**config.mk**
```make
export PLATFORM = sky130hd
export DESIGN_NAME = tdc_ts_collector
export DESIGN_NICKNAME = d
export VERILOG_FILES = /design/src/rtl/tdc_ts_collector_pkg.sv /design/src/rtl/tdc_ts_fifo.sv /design/src/rtl/tdc_ts_collector.sv
export SDC_FILE = /design/constraint.sdc
export NUM_CORES = 1
export LEC_CHECK = 0
export CORE_ASPECT_RATIO = 0.75
export CORE_MARGIN = 2
export CORE_UTILIZATION = 48
export DETAILED_ROUTE_END_ITERATION = 7
export GPL_TIMING_DRIVEN = 0
export PLACE_DENSITY_LB_ADDON = 0.1
export SLEW_MARGIN = 20
export SYNTH_ARGS = -nofsm -noshare
export SYNTH_HDL_FRONTEND = slang
export SYNTH_SLANG_ARGS = --single-unit
```
**constraint.sdc**
```tcl
create_clock -name iClk -period 7.2 [get_ports iClk]
set_input_delay 1.08 -clock iClk [delete_from_list [all_inputs] [get_ports iClk]]
set_output_delay 1.08 -clock iClk [all_outputs]
set_load 0.01 [all_outputs]
```
**src/rtl/tdc_ts_collector_pkg.sv**
```systemverilog
// ============================================================================
// Module      : tdc_ts_collector_pkg
// Description : Shared defaults and helpers for the multi-channel TDC
//               timestamp collector (channel count, coarse width, FIFO depth,
//               fine-code width, drop-counter type).
// Revision    : 1.0 - initial release
// ============================================================================
`default_nettype none

package tdc_ts_collector_pkg;

    // Block-level defaults shared with the rest of the TDC design.
    localparam int TS_NUM_CH     = 4;
    localparam int TS_COARSE_W   = 16;
    localparam int TS_FIFO_DEPTH = 16;

    // Width of the binary fine code produced by the delay-line encoders.
    localparam int DIG_OUT       = 8;

    // Dropped-hit counter width (saturating).
    localparam int DROP_CNT_W    = 16;

    typedef logic [DROP_CNT_W-1:0] drop_cnt_t;

    // Channel-index width; a single channel still needs one bit.
    function automatic int f_ch_w(input int n);
        return (n <= 1) ? 1 : $clog2(n);
    endfunction

endpackage

`default_nettype wire

```
**src/rtl/tdc_ts_fifo.sv**
```systemverilog
// ============================================================================
// Module      : tdc_ts_fifo
// Description : Synchronous first-word-fall-through FIFO with full/empty.
//               oData presents the head entry whenever the FIFO is non-empty
//               and reads as zero when empty.
// Ports       : iClk, iRst (sync, active-high)
//               iPush/iData  - write side, ignored while full
//               iPop         - advance the head, ignored while empty
//               oData        - head entry
//               oFull/oEmpty - occupancy flags (before any same-cycle pop)
// Revision    : 1.0 - initial release
// ============================================================================
`default_nettype none

module tdc_ts_fifo #(
    parameter int WIDTH = 8,
    parameter int DEPTH = 16
) (
    input  logic             iClk,
    input  logic             iRst,
    input  logic             iPush,
    input  logic [WIDTH-1:0] iData,
    input  logic             iPop,
    output logic [WIDTH-1:0] oData,
    output logic             oFull,
    output logic             oEmpty
);

    localparam int c_ptr_w = $clog2(DEPTH);
    localparam int c_cnt_w = c_ptr_w + 1;

    logic [WIDTH-1:0]   r_mem [DEPTH];
    logic [c_ptr_w-1:0] r_wr_ptr;
    logic [c_ptr_w-1:0] r_rd_ptr;
    logic [c_cnt_w-1:0] r_count;

    logic w_do_push;
    logic w_do_pop;

    assign oFull     = (r_count == c_cnt_w'(DEPTH));
    assign oEmpty    = (r_count == '0);
    assign w_do_push = iPush & ~oFull;
    assign w_do_pop  = iPop & ~oEmpty;

    // Gate the head with empty so stale storage never leaks onto the port.
    assign oData = oEmpty ? '0 : r_mem[r_rd_ptr];

    always_ff @(posedge iClk) begin
        if (iRst) begin
            r_wr_ptr <= '0;
            r_rd_ptr <= '0;
            r_count  <= '0;
        end else begin
            if (w_do_push) begin
                r_wr_ptr <= r_wr_ptr + c_ptr_w'(1);
            end
            if (w_do_pop) begin
                r_rd_ptr <= r_rd_ptr + c_ptr_w'(1);
            end
            case ({w_do_push, w_do_pop})
                2'b10:   r_count <= r_count + c_cnt_w'(1);
                2'b01:   r_count <= r_count - c_cnt_w'(1);
                default: r_count <= r_count;
            endcase
        end
    end

    // Storage carries no reset; validity is tracked by the count.
    always_ff @(posedge iClk) begin
        if (w_do_push) begin
            r_mem[r_wr_ptr] <= iData;
        end
    end

endmodule

`default_nettype wire

```
**src/rtl/tdc_ts_collector.sv**
```systemverilog
// ============================================================================
// Module      : tdc_ts_collector
// Description : Multi-channel TDC timestamp collector. Pairs each channel's
//               fine code with a free-running coarse count, holds one hit per
//               channel, arbitrates round-robin into a FWFT FIFO and reports
//               dropped hits.
// Ports       : iClk, iRst (sync, active-high), iEn
//               iFine/iFineValid - per-channel fine codes and strobes
//               oData/oValid/iReady - {channel, coarse, fine} readout
//               oOverflow - sticky dropped-hit flag
//               oDropCnt  - saturating dropped-hit count
// Revision    : 1.0 - initial release
// ============================================================================
`default_nettype none

module tdc_ts_collector
    import tdc_ts_collector_pkg::*;
#(
    parameter int  NUM_CH     = TS_NUM_CH,
    parameter int  FINE_W     = DIG_OUT,
    parameter int  COARSE_W   = TS_COARSE_W,
    parameter int  FIFO_DEPTH = TS_FIFO_DEPTH,
    localparam int CH_W       = f_ch_w(NUM_CH),
    localparam int WORD_W     = CH_W + COARSE_W + FINE_W
) (
    input  logic                     iClk,
    input  logic                     iRst,
    input  logic                     iEn,
    input  logic [NUM_CH*FINE_W-1:0] iFine,
    input  logic [NUM_CH-1:0]        iFineValid,
    output logic [WORD_W-1:0]        oData,
    output logic                     oValid,
    input  logic                     iReady,
    output logic                     oOverflow,
    output logic [DROP_CNT_W-1:0]    oDropCnt
);

    localparam int              c_sum_w   = DROP_CNT_W + 1;
    // Last-granted pointer starts at the top channel so channel 0 wins first.
    localparam logic [CH_W-1:0] c_rr_init = CH_W'(NUM_CH - 1);

    logic [COARSE_W-1:0] r_coarse;
    logic [NUM_CH-1:0]   r_pend;
    logic [COARSE_W-1:0] r_hold_coarse [NUM_CH];
    logic [FINE_W-1:0]   r_hold_fine   [NUM_CH];
    logic [CH_W-1:0]     r_last;
    logic                r_overflow;
    drop_cnt_t           r_drop_cnt;

    logic                w_fifo_full;
    logic                w_fifo_empty;
    logic                w_grant_vld;
    logic [CH_W-1:0]     w_grant_idx;
    logic [NUM_CH-1:0]   w_grant_oh;
    logic [NUM_CH-1:0]   w_strobe;
    logic [NUM_CH-1:0]   w_accept;
    logic [NUM_CH-1:0]   w_drop;
    logic [c_sum_w-1:0]  w_drop_sum;
    drop_cnt_t           w_drop_next;
    logic [WORD_W-1:0]   w_push_data;

    // Round-robin search from r_last+1. The first pass picks the lowest
    // pending channel at or below r_last (the wrapped part of the search);
    // the second pass overrides it with the lowest pending channel above
    // r_last, which comes earlier in the search order.
    always_comb begin
        w_grant_vld = 1'b0;
        w_grant_idx = '0;
        for (int k = NUM_CH - 1; k >= 0; k--) begin
            if (r_pend[k] && (CH_W'(k) <= r_last)) begin
                w_grant_vld = 1'b1;
                w_grant_idx = CH_W'(k);
            end
        end
        for (int k = NUM_CH - 1; k >= 0; k--) begin
            if (r_pend[k] && (CH_W'(k) > r_last)) begin
                w_grant_vld = 1'b1;
                w_grant_idx = CH_W'(k);
            end
        end
        // Full is judged before any same-cycle pop.
        if (w_fifo_full) begin
            w_grant_vld = 1'b0;
        end
    end

    always_comb begin
        w_grant_oh = '0;
        for (int k = 0; k < NUM_CH; k++) begin
            w_grant_oh[k] = w_grant_vld && (w_grant_idx == CH_W'(k));
        end
    end

    // A register being granted this cycle counts as free for a new strobe.
    assign w_strobe = iFineValid & {NUM_CH{iEn}};
    assign w_accept = w_strobe & (~r_pend | w_grant_oh);
    assign w_drop   = w_strobe & r_pend & ~w_grant_oh;

    // Every dropped hit counts, even several in one cycle; saturate at max.
    always_comb begin
        w_drop_sum = {1'b0, r_drop_cnt};
        for (int k = 0; k < NUM_CH; k++) begin
            w_drop_sum = w_drop_sum + c_sum_w'(w_drop[k]);
        end
        w_drop_next = w_drop_sum[DROP_CNT_W] ? '1 : w_drop_sum[DROP_CNT_W-1:0];
    end

    assign w_push_data = {w_grant_idx, r_hold_coarse[w_grant_idx], r_hold_fine[w_grant_idx]};

    always_ff @(posedge iClk) begin
        if (iRst) begin
            r_pend <= '0;
            for (int k = 0; k < NUM_CH; k++) begin
                r_hold_coarse[k] <= '0;
                r_hold_fine[k]   <= '0;
            end
        end else begin
            for (int k = 0; k < NUM_CH; k++) begin
                if (w_accept[k]) begin
                    r_pend[k]        <= 1'b1;
                    r_hold_coarse[k] <= r_coarse;
                    r_hold_fine[k]   <= iFine[k*FINE_W +: FINE_W];
                end else if (w_grant_oh[k]) begin
                    r_pend[k] <= 1'b0;
                end
            end
        end
    end

    always_ff @(posedge iClk) begin
        if (iRst) begin
            r_coarse   <= '0;
            r_last     <= c_rr_init;
            r_overflow <= 1'b0;
            r_drop_cnt <= '0;
        end else begin
            if (iEn) begin
                r_coarse <= r_coarse + COARSE_W'(1);
            end
            if (w_grant_vld) begin
                r_last <= w_grant_idx;
            end
            if (|w_drop) begin
                r_overflow <= 1'b1;
            end
            r_drop_cnt <= w_drop_next;
        end
    end

    tdc_ts_fifo #(
        .WIDTH (WORD_W),
        .DEPTH (FIFO_DEPTH)
    ) u_fifo (
        .iClk   (iClk),
        .iRst   (iRst),
        .iPush  (w_grant_vld),
        .iData  (w_push_data),
        .iPop   (iReady),
        .oData  (oData),
        .oFull  (w_fifo_full),
        .oEmpty (w_fifo_empty)
    );

    assign oValid    = ~w_fifo_empty;
    assign oOverflow = r_overflow;
    assign oDropCnt  = r_drop_cnt;

endmodule

`default_nettype wire

```
==> flow_summary.ini, run 1 <==
[placed_design]
gpl.final_weighted_congestion = 0.795
dpl.hpwl_um = 34700
port_buffers = 82
placement.setup.worst_slack_ns = 2.18

[yosys]
synth_cell_types = 49
postSynthCellCount = 1233
synth.yosys.seq_area_share = 0.719
postSynthRegisterBits = 568
synth_flop_cell = sky130_fd_sc_hd__edfxtp_1
synth-edff-count = 512
share_of_flip_flops_with_an_asynchronous_set_or_reset_after_synthesis = 0
synth_fp_nets = 1288
post_synth_instance_area_um2 = 22900
synth_area_per_cell_um2 = 18.6
ys_warn_count = 0

[power_and_ir_drop]
power.leakage_nw = 8.91
power_report.internal_total_w = 0.00624
total_power_w = 0.00848
ir_worst_vdd_mv = 0.191
switchingPower_w = 0.00224
switching_share = 0.264
power.combinational.fraction = 0.221
power_frac_clock = 0.318
p_seq_frac = 0.462
powerDensity_nw_per_um2 = 316

[timing]
fmax_ghz = 0.201
worst_hold_slack_ns = 0.512
finalCritPeriodShare = 0.692
worst_slack_ns = 2.22
summed_negative_setup_slack_over_all_endpoints_ns = 0
clock_period_minus_worst_slack_ns = 4.98
max_slew_margin = 0.296
worst-slew-pin-transition_ns = 1.06
setup_viol = 0
final.setup_skew_ns = 0.0172
rsz_0062_raised_after_global_routing = no
final_hold_violating_endpoints = 0
drv_slew = 0

[flow_run]
maxCapViolCount = 0

[clocking]
holdBufCountCts = 0
cts-htree-levels = 2
post_cts_sizing_count = 0
cts_setup_buffers = 0
ctsRootBufferMaster = sky130_fd_sc_hd__clkbuf_16
cts_inserted_buffers = 54
clk_pin_slew_ns = 0.06
tritoncts = yes
numClockSinks = 568
worst_skew_pair.late_latency_ns = 0.59
ctsLongestPathBuffers = 3

[detailed_routing]
drtPass1Iterations = 5
post-route-drc-count = 0
wl_per_cell_um = 25.7
detailedRoute.firstIterationViolations = 1149
wire_length_after_detailed_routing_um = 53300
final_antenna_net_count = 0
vias = 11900
post_drt_via_cell_ratio = 5.73

[floorplanning]
die_height_um = 193
dieArea_um2 = 49600
die_width_um = 256
start_util = 0.485
core_region_area_um2 = 47300
placementRows = 69
io_pins = 84

[global_routing]
number_of_global_route_vias_before_repair = 11800
grt_use_total = 0.219
first_pass_grt_wire_length_um = 79300
antenna_found_initial = 0
largest_net_degree_at_the_start_of_global_routing = 26
grt-ovfl-total = 0

[worst_hold_path]
min_path_type = flop to flop

[worst_setup_path]
worst-endpoint-arrival_ns = 3.90
critPathCaptureType = output pin
path_class = flop to output pin
crit_path_start_kind = flop
critical_path_required_ns = 6.12
timing.critical_path.fanout_max = 10

[final_layout]
post-route-util = 0.567
fillerInstances = 3641
area.growth.synth_to_final_pct = 17.0
post_route_cells_drive_above_1_share = 0.208
fin_nets = 1448
most-common-layout-cells = 512 x sky130_fd_sc_hd__edfxtp_1, 130 x sky130_fd_sc_hd__mux4_2, 111 x sky130_fd_sc_hd__and2_1
n_antenna_cell = 0
layout.cells.most_common = sky130_fd_sc_hd__edfxtp_1

[outcome]
status = finished, final reports clean
==> synth_stat cells (13+ instances only) <==
cell type,instances,area share
sky130_fd_sc_hd__mux2i_1,77,0.034
sky130_fd_sc_hd__nor4_1,13,0.0035
sky130_fd_sc_hd__edfxtp_1,512,0.67
sky130_fd_sc_hd__mux4_2,130,0.13
sky130_fd_sc_hd__dfxtp_1,56,0.049
sky130_fd_sc_hd__a21oi_1,28,0.0061
sky130_fd_sc_hd__and2_1,119,0.032
sky130_fd_sc_hd__xnor2_1,13,0.0050
sky130_fd_sc_hd__nand3_1,14,0.0031
sky130_fd_sc_hd__nand2_1,18,0.0029
sky130_fd_sc_hd__xor2_1,14,0.0053
sky130_fd_sc_hd__inv_1,22,0.0036
sky130_fd_sc_hd__clkbuf_1,33,0.0054
sky130_fd_sc_hd__nor3_1,13,0.0028
sky130_fd_sc_hd__buf_2,16,0.0035
sky130_fd_sc_hd__nor2_1,43,0.0070
==> power groups by stage <==
stage          registers, W  logic (W)  clock network (W)
6_report            0.00392    0.00187            0.00270
5_1_grt             0.00393    0.00201            0.00288
4_1_cts             0.00392    0.00190            0.00275
3_3_place_gp        0.00399    0.00182                  0
3_5_place_dp        0.00399    0.00189                  0
2_1_floorplan       0.00397    0.00108                  0
==> layer usage <==
layer / part of all wire / track usage / routed length [µm]
met1: 0.48 / 0.351 / 25700
met2: 0.44 / 0.323 / 23700
met3: 0.060 / 0.0335 / 3190
met4: 0.014 / 0.0364 / 743
met5: 0 / 0 / 0
==> cells by family (layout without fill, tap and decap cells) <==
| group | after synthesis | count (layout) | share of synthesized area |
|---|---|---|---|
| muxes | 207 | 207 | 0.161 |
| DFF | 568 | 568 | 0.719 |
| buffers and inverters | 89 | 288 | 0.0177 |
| and+or+nand+nor | 262 | 262 | 0.0646 |
| AOI/OAI and AO/OA | 65 | 65 | 0.0177 |
| xor gates and xnor gates | 27 | 27 | 0.0103 |
| adders and majority gates | 15 | 15 | 0.00949 |
==> worst max-delay path, stage by stage, from the launching register on <==
cell and delay (ns):
sky130_fd_sc_hd__dfxtp_1 0.37, sky130_fd_sc_hd__clkbuf_1 0.27, sky130_fd_sc_hd__buf_2 0.32, sky130_fd_sc_hd__buf_1 0.77, sky130_fd_sc_hd__mux4_2 0.45, sky130_fd_sc_hd__mux4_2 0.48
sky130_fd_sc_hd__and2_1 0.17, sky130_fd_sc_hd__clkdlybuf4s50_1 0.47
==> cell type report <==
cell class | count | area [µm²] | share of cell area
tap | 639 | 800 | 0.0298
buffer | 67 | 324 | 0.0121
clock buffer | 69 | 1440 | 0.0538
timing repair buffer | 104 | 1280 | 0.0477
multi-input combinational | 576 | 6200 | 0.231
inverter | 22 | 82.6 | 0.00308
clock inverter | 26 | 213 | 0.00793
sequential | 568 | 16500 | 0.615
==> sequential cells by signal, summed over array words and instances, names as in the netlist, named ones only <==
signal / flops
oDropCnt: 16
r_last: 2
u_fifo.r_wr_ptr: 4
u_fifo.r_mem: 416
u_fifo.r_rd_ptr: 4
r_coarse: 16
oOverflow: 1
r_hold_fine: 32
r_pend: 4
u_fifo.r_count: 5
r_hold_coarse: 64
==> stage by stage <==
| stage | area [µm²] | std cells |
|---|---|---|
| floorplan | 22900 | 1233 |
| global placement | 24600 | 1954 |
| detailed placement | 25200 | 1976 |
| CTS | 26800 | 2071 |
| global route | 26800 | 2071 |
| finish | 26800 | 2071 |
==> path summary, 6_finish.rpt <==
kind / startpoint / to / slack [ns] / cells after the start
setup / recovery: flop / oData[19] / 2.22 / 7
hold / removal: oOverflow$_SDFFE_PP0P_ / oOverflow$_SDFFE_PP0P_ / 0.51 / 2
setup reg to reg: u_fifo.r_count[0]$_SDFFE_PP0P_ / oDropCnt[4]$_SDFF_PP0_ / 2.95 / 13
hold reg to reg: oOverflow$_SDFFE_PP0P_ / oOverflow$_SDFFE_PP0P_ / 0.51 / 2
No activity file was read; power rests on OpenSTA's default activity.
==> run 2, diff against run 1 <==
==> constraint.sdc (replaced) <==
create_clock -name iClk -period 4.16 [get_ports iClk]
set_input_delay 0.624 -clock iClk [delete_from_list [all_inputs] [get_ports iClk]]
set_output_delay 0.624 -clock iClk [all_outputs]
set_load 0.01 [all_outputs]
==> run 2 against run 1 <==
Combinational power increased by 73%; clock skew decreased by 0.0015 ns; largest cell class unchanged; core utilization increased by 0.064 points; global-route usage about the same; clock power increased by 73%; cell count decreased by 0.14%; design area increased by 0.11%; setup slack got worse by 2.1 ns; sequential cell count unchanged.
==> flow_summary.ini, run 2 (synthesis results as in run 1) <==
[timing]
rsz_0062_raised_after_global_routing = no
clock_period_minus_worst_slack_ns = 4.06
worst-slew-pin-transition_ns = 0.986
drv_slew = 0
setup_viol = 0
final_hold_violating_endpoints = 0
final.setup_skew_ns = 0.0157
worst_slack_ns = 0.0956
fmax_ghz = 0.246
max_slew_margin = 0.330
finalCritPeriodShare = 0.977

[detailed_routing]
wire_length_after_detailed_routing_um = 53400
post_drt_via_cell_ratio = 5.72
final_antenna_net_count = 0
drtPass1Iterations = 5
post-route-drc-count = 0
detailedRoute.firstIterationViolations = 1153
wl_per_cell_um = 25.8
vias = 11800

[worst_setup_path]
critPathMostFrequentCell = sky130_fd_sc_hd__mux4_2
critPathCaptureType = output pin
worst-endpoint-arrival_ns = 3.44
rr_worst_depth = 12
path_cells = clkbuf_1, clkbuf_4, buf_2, mux4_2, mux4_2, and2_1, clkdlybuf4s50_1
critical_path_required_ns = 3.54
crit_family = buffers and inverters
max_stage_delay_on_crit_path_ns = 0.50
worst-r2r-setup-slack_ns = 0.32
regToRegEndpoint = oDropCnt[4]$_SDFF_PP0_
crit_path_top_delay_cell = sky130_fd_sc_hd__clkdlybuf4s50_1
worst_path_bufs_invs = 4
r2r-start = u_fifo.r_count[0]$_SDFFE_PP0P_
crit_path_start_kind = flop
path_class = flop to output pin
timing.critical_path.fanout_max = 10

[clocking]
numClockSinks = 568
worst_skew_pair.late_latency_ns = 0.59
clk_pin_slew_ns = 0.06
ctsLongestPathBuffers = 3
ctsRootBufferMaster = sky130_fd_sc_hd__clkbuf_16
cts_inserted_buffers = 54
cts-htree-levels = 2
cts_setup_buffers = 0
tritoncts = yes

[flow_run]
maxCapViolCount = 0

[global_routing]
grt_use_total = 0.219
number_of_global_route_vias_before_repair = 11800
antenna_found_initial = 0
grt-ovfl-total = 0
first_pass_grt_wire_length_um = 79300
largest_net_degree_at_the_start_of_global_routing = 26

[final_layout]
fillerInstances = 3634
layout.cells.most_common = sky130_fd_sc_hd__edfxtp_1
most-common-layout-cells = 512 x sky130_fd_sc_hd__edfxtp_1, 130 x sky130_fd_sc_hd__mux4_2, 111 x sky130_fd_sc_hd__and2_1
post-route-cell-area_um2 = 26900
n_antenna_cell = 0
post_route_cells_drive_above_1_share = 0.218
area.growth.synth_to_final_pct = 17.1
largest_register_ff_count = 416
largest-register = u_fifo.r_mem
fin_nets = 1445
largest_regs = u_fifo.r_mem (416), r_hold_coarse (64), r_hold_fine (32)

[floorplanning]
dieArea_um2 = 49600
io_pins = 84
die_height_um = 193
placementRows = 69
die_width_um = 256
start_util = 0.485
core_region_area_um2 = 47300

[worst_hold_path]
min_path_type = flop to flop
hold_path.startpoint = oOverflow$_SDFFE_PP0P_
hold_depth = 2
worst_hold_path.endpoint = oOverflow$_SDFFE_PP0P_

[placed_design]
placement.setup.worst_slack_ns = -0.409
dpl.hpwl_um = 34700
gpl.final_weighted_congestion = 0.795
dpl-instance-area_um2 = 25200
port_buffers = 82

[outcome]
status = finished, final reports clean

[power_and_ir_drop]
ir_worst_vdd_mv = 0.333
powerDensity_nw_per_um2 = 547
power.leakage_nw = 8.95
total_power_w = 0.0147
[run 2: area by class of cell]
cell class                      count  area [µm²]  area share
Clock buffer                       69        1440      0.0537
Inverter                           22        82.6     0.00307
Tap cell                          639         800      0.0298
Timing Repair Buffer              104        1280      0.0477
Buffer                             64         343      0.0128
Sequential cell                   568       16500       0.614
Multi-Input combinational cell    576        6210       0.231
Clock inverter                     26         213     0.00792
[run 2: repair_timing]
action,CTS,global route
hold buffers,0,0
endpoints found under the setup margin,36,26
gates resized for setup,19,9
[run 2: worst max path at each step]
stage | startpoint | cells after the start | to | slack, ns
4_1_cts | flop | 7 | oData[1] | 0.006
5_1_grt | flop | 7 | oData[1] | 0.004
6_report | flop | 7 | oData[1] | 0.1
2_1_floorplan | u_fifo.r_count[0]$_SDFFE_PP0P_ | 13 | oDropCnt[1]$_SDFF_PP0_ | 0.80
3_3_place_gp | iEn | 12 | oDropCnt[1]$_SDFF_PP0_ | -0.33
3_5_place_dp | iEn | 12 | oDropCnt[10]$_SDFF_PP0_ | -0.41
[run 2: per-stage QoR]
step                      TNS, ns  utilization  hold slack, ns  instances
final                           0        0.568           0.505       2068
after global routing            0        0.568           0.532       2068
after CTS                       0        0.567           0.505       2071
after detailed placement    -4.55        0.532           0.495       1976
after global placement      -9.91        0.519           0.482       1954
after floorplan                 0            -           0.467       1233
[run 2: tightest hold or removal path, stage by stage, from the launching register on]
cell	delay (ns)
sky130_fd_sc_hd__dfxtp_1	0.32
sky130_fd_sc_hd__inv_1	0.05
sky130_fd_sc_hd__a41oi_1	0.08
[run 2: where the power goes]
part | total, W | leakage [nW] | switching (W) | internal [W]
clock | 0.00467 | 0.823 | 0.00205 | 0.00263
combinational | 0.00324 | 2.84 | 0.00173 | 0.00151
sequential | 0.00679 | 5.29 | 0.000104 | 0.00669
[run 2: per-layer routing]
layer / share of wire / GRT usage
met2: 0.45 / 0.324
met4: 0.012 / 0.0347
met3: 0.059 / 0.0335
met1: 0.48 / 0.351
met5: 0 / 0
==> run 3, diff against run 2 <==
--- a/config.mk
+++ b/config.mk
@@ -10,7 +10,8 @@
 export CORE_UTILIZATION = 48
 export DETAILED_ROUTE_END_ITERATION = 7
 export GPL_TIMING_DRIVEN = 0
-export PLACE_DENSITY_LB_ADDON = 0.1
+export PLACE_DENSITY = 0.72
+export RECOVER_POWER = 100
 export SLEW_MARGIN = 20
 export SYNTH_ARGS = -nofsm -noshare
 export SYNTH_HDL_FRONTEND = slang
==> run 3 against run 2 <==
The run now ends with capacitance limit, slew limit left; sequential cell count is the same; combinational power is 3% lower; register-to-register slack got worse by 0.06 ns; clock skew is 0.0031 ns lower; wire length is 3.3% lower; critical path type unchanged; largest cell class unchanged.
==> flow_summary.ini, run 3 (synthesis results as in run 1) <==
[outcome]
status = finished, violations left
failing_checks = capacitance limit, slew limit

[final_layout]
layout.cells.most_common = sky130_fd_sc_hd__edfxtp_1
post-route-cell-area_um2 = 26200
multiInputGateArea_um2 = 6060
fillerInstances = 3719
n_antenna_cell = 0
largest_register_ff_count = 416
largest-register = u_fifo.r_mem
area.growth.synth_to_final_pct = 14.3
largest_regs = u_fifo.r_mem (416), r_hold_coarse (64), r_hold_fine (32)
fin_nets = 1442
most-common-layout-cells = 512 x sky130_fd_sc_hd__edfxtp_1, 130 x sky130_fd_sc_hd__mux4_2, 74 x sky130_fd_sc_hd__mux2i_1
post-route-util = 0.554
post_route_cells_drive_above_1_share = 0.165
area_occupied_by_registers_um2 = 16500

[worst_setup_path]
critPathCaptureType = output pin
crit_family = buffers and inverters
worst-path-stages = 6
path_cells = clkbuf_1, clkbuf_1, mux4_2, mux4_2, and2_1, dlygate4sd3_1
crit_path_start_kind = flop
worst-endpoint-arrival_ns = 3.40
path_class = flop to output pin
worst_path_bufs_invs = 3
crit_path_top_delay_cell = sky130_fd_sc_hd__dlygate4sd3_1
max_stage_delay_on_crit_path_ns = 0.60
rr_worst_depth = 6
timing.critical_path.fanout_max = 10
critical_path_required_ns = 3.54

[detailed_routing]
wire_length_after_detailed_routing_um = 51600
wl_per_cell_um = 25.0
drtPass1Iterations = 5
vias = 12000
post_drt_via_cell_ratio = 5.79
detailedRoute.firstIterationViolations = 1353
final_antenna_net_count = 0
post-route-drc-count = 0

[timing]
worst-slew-pin-transition_ns = 1.97
final_hold_violating_endpoints = 0
worst_slack_ns = 0.139
clock_period_minus_worst_slack_ns = 4.02
worst_hold_slack_ns = 0.507
fmax_ghz = 0.249
final.setup_skew_ns = 0.0126
finalCritPeriodShare = 0.967
drv_slew = 234
setup_viol = 0
max_slew_margin = -0.316
rsz_0062_raised_after_global_routing = no

[floorplanning]
placementRows = 69
core_region_area_um2 = 47300
dieArea_um2 = 49600
io_pins = 84
start_util = 0.485
die_width_um = 256
die_height_um = 193

[clocking]
tritoncts = yes
ctsLongestPathBuffers = 3
worst_skew_pair.late_latency_ns = 0.58
cts_inserted_buffers = 52
clk_pin_slew_ns = 0.06
numClockSinks = 568
cts_setup_buffers = 0
cts-htree-levels = 2
ctsRootBufferMaster = sky130_fd_sc_hd__clkbuf_16

[power_and_ir_drop]
powerDensity_nw_per_um2 = 547
ir_worst_vdd_mv = 0.342
power.leakage_nw = 8.68
total_power_w = 0.0144

[worst_hold_path]
hold_depth = 2
min_path_type = flop to flop

[global_routing]
grt_use_total = 0.211
grt-ovfl-total = 0
first_pass_grt_wire_length_um = 77400
number_of_global_route_vias_before_repair = 11900
antenna_found_initial = 1
largest_net_degree_at_the_start_of_global_routing = 26

[placed_design]
dpl.hpwl_um = 33200
dpl-instance-area_um2 = 25100
gpl.final_weighted_congestion = 0.819
placement.setup.worst_slack_ns = -0.294
port_buffers = 82

[flow_run]
maxCapViolCount = 14
-- run 3: what timing repair did --
item,in CTS,in global routing
cloned,0,0
hold buffers,0,0
setup endpoints to repair,26,30
resized for setup,13,17
-- run 3: area by class of cell --
type	instances	area share
Sequential cell	568	0.629
Multi-Input combinational cell	576	0.231
Clock buffer	71	0.0531
Timing Repair Buffer	102	0.0346
Tap cell	639	0.0305
Buffer	65	0.0131
Clock inverter	24	0.00549
Inverter	22	0.00315
-- run 3: layer usage --
| layer | global-route usage | part of all wire | vias to the layer above | wire (µm) |
|---|---|---|---|---|
| met3 | 0.0398 | 0.077 | 59 | 3970 |
| met2 | 0.326 | 0.47 | 475 | 24200 |
| met1 | 0.318 | 0.44 | 6249 | 22700 |
| met4 | 0.0413 | 0.015 | 0 | 766 |
| li1 | - | - | 5192 | - |
| met5 | 0 | 0 | - | 0 |
-- run 3: path summary, 6_finish.rpt --
check                         startpoint                            end  slack (ns)
setup / recovery                    flop                       oData[9]        0.14
hold / removal    oOverflow$_SDFFE_PP0P_         oOverflow$_SDFFE_PP0P_        0.51
setup reg to reg  r_pend[3]$_SDFFE_PP0P_  u_fifo.r_mem[2][11]$_DFFE_PP_        0.26
hold reg to reg   oOverflow$_SDFFE_PP0P_         oOverflow$_SDFFE_PP0P_        0.51
-- run 3: report_power, final --
group | leakage (nW) | switching [W] | internal (W)
clock network | 0.741 | 0.00202 | 0.00241
registers | 5.29 | 0.000103 | 0.00670
logic | 2.65 | 0.00171 | 0.00142
-- run 3: through the flow --
stage	TNS, ns	std cells
floorplan	0	1233
global placement	-2.06	1954
detailed placement	-2.96	1974
CTS	0	2069
global route	0	2067
finish	0	2067
-- run 3: worst min-delay path, delay by kind of cell, from the launching register on --
| family | cells | cell delay, ns |
|---|---|---|
| flip-flops | 1 | 0.31 |
| buffers and inverters | 1 | 0.05 |
| AO/OA/AOI/OAI | 1 | 0.09 |
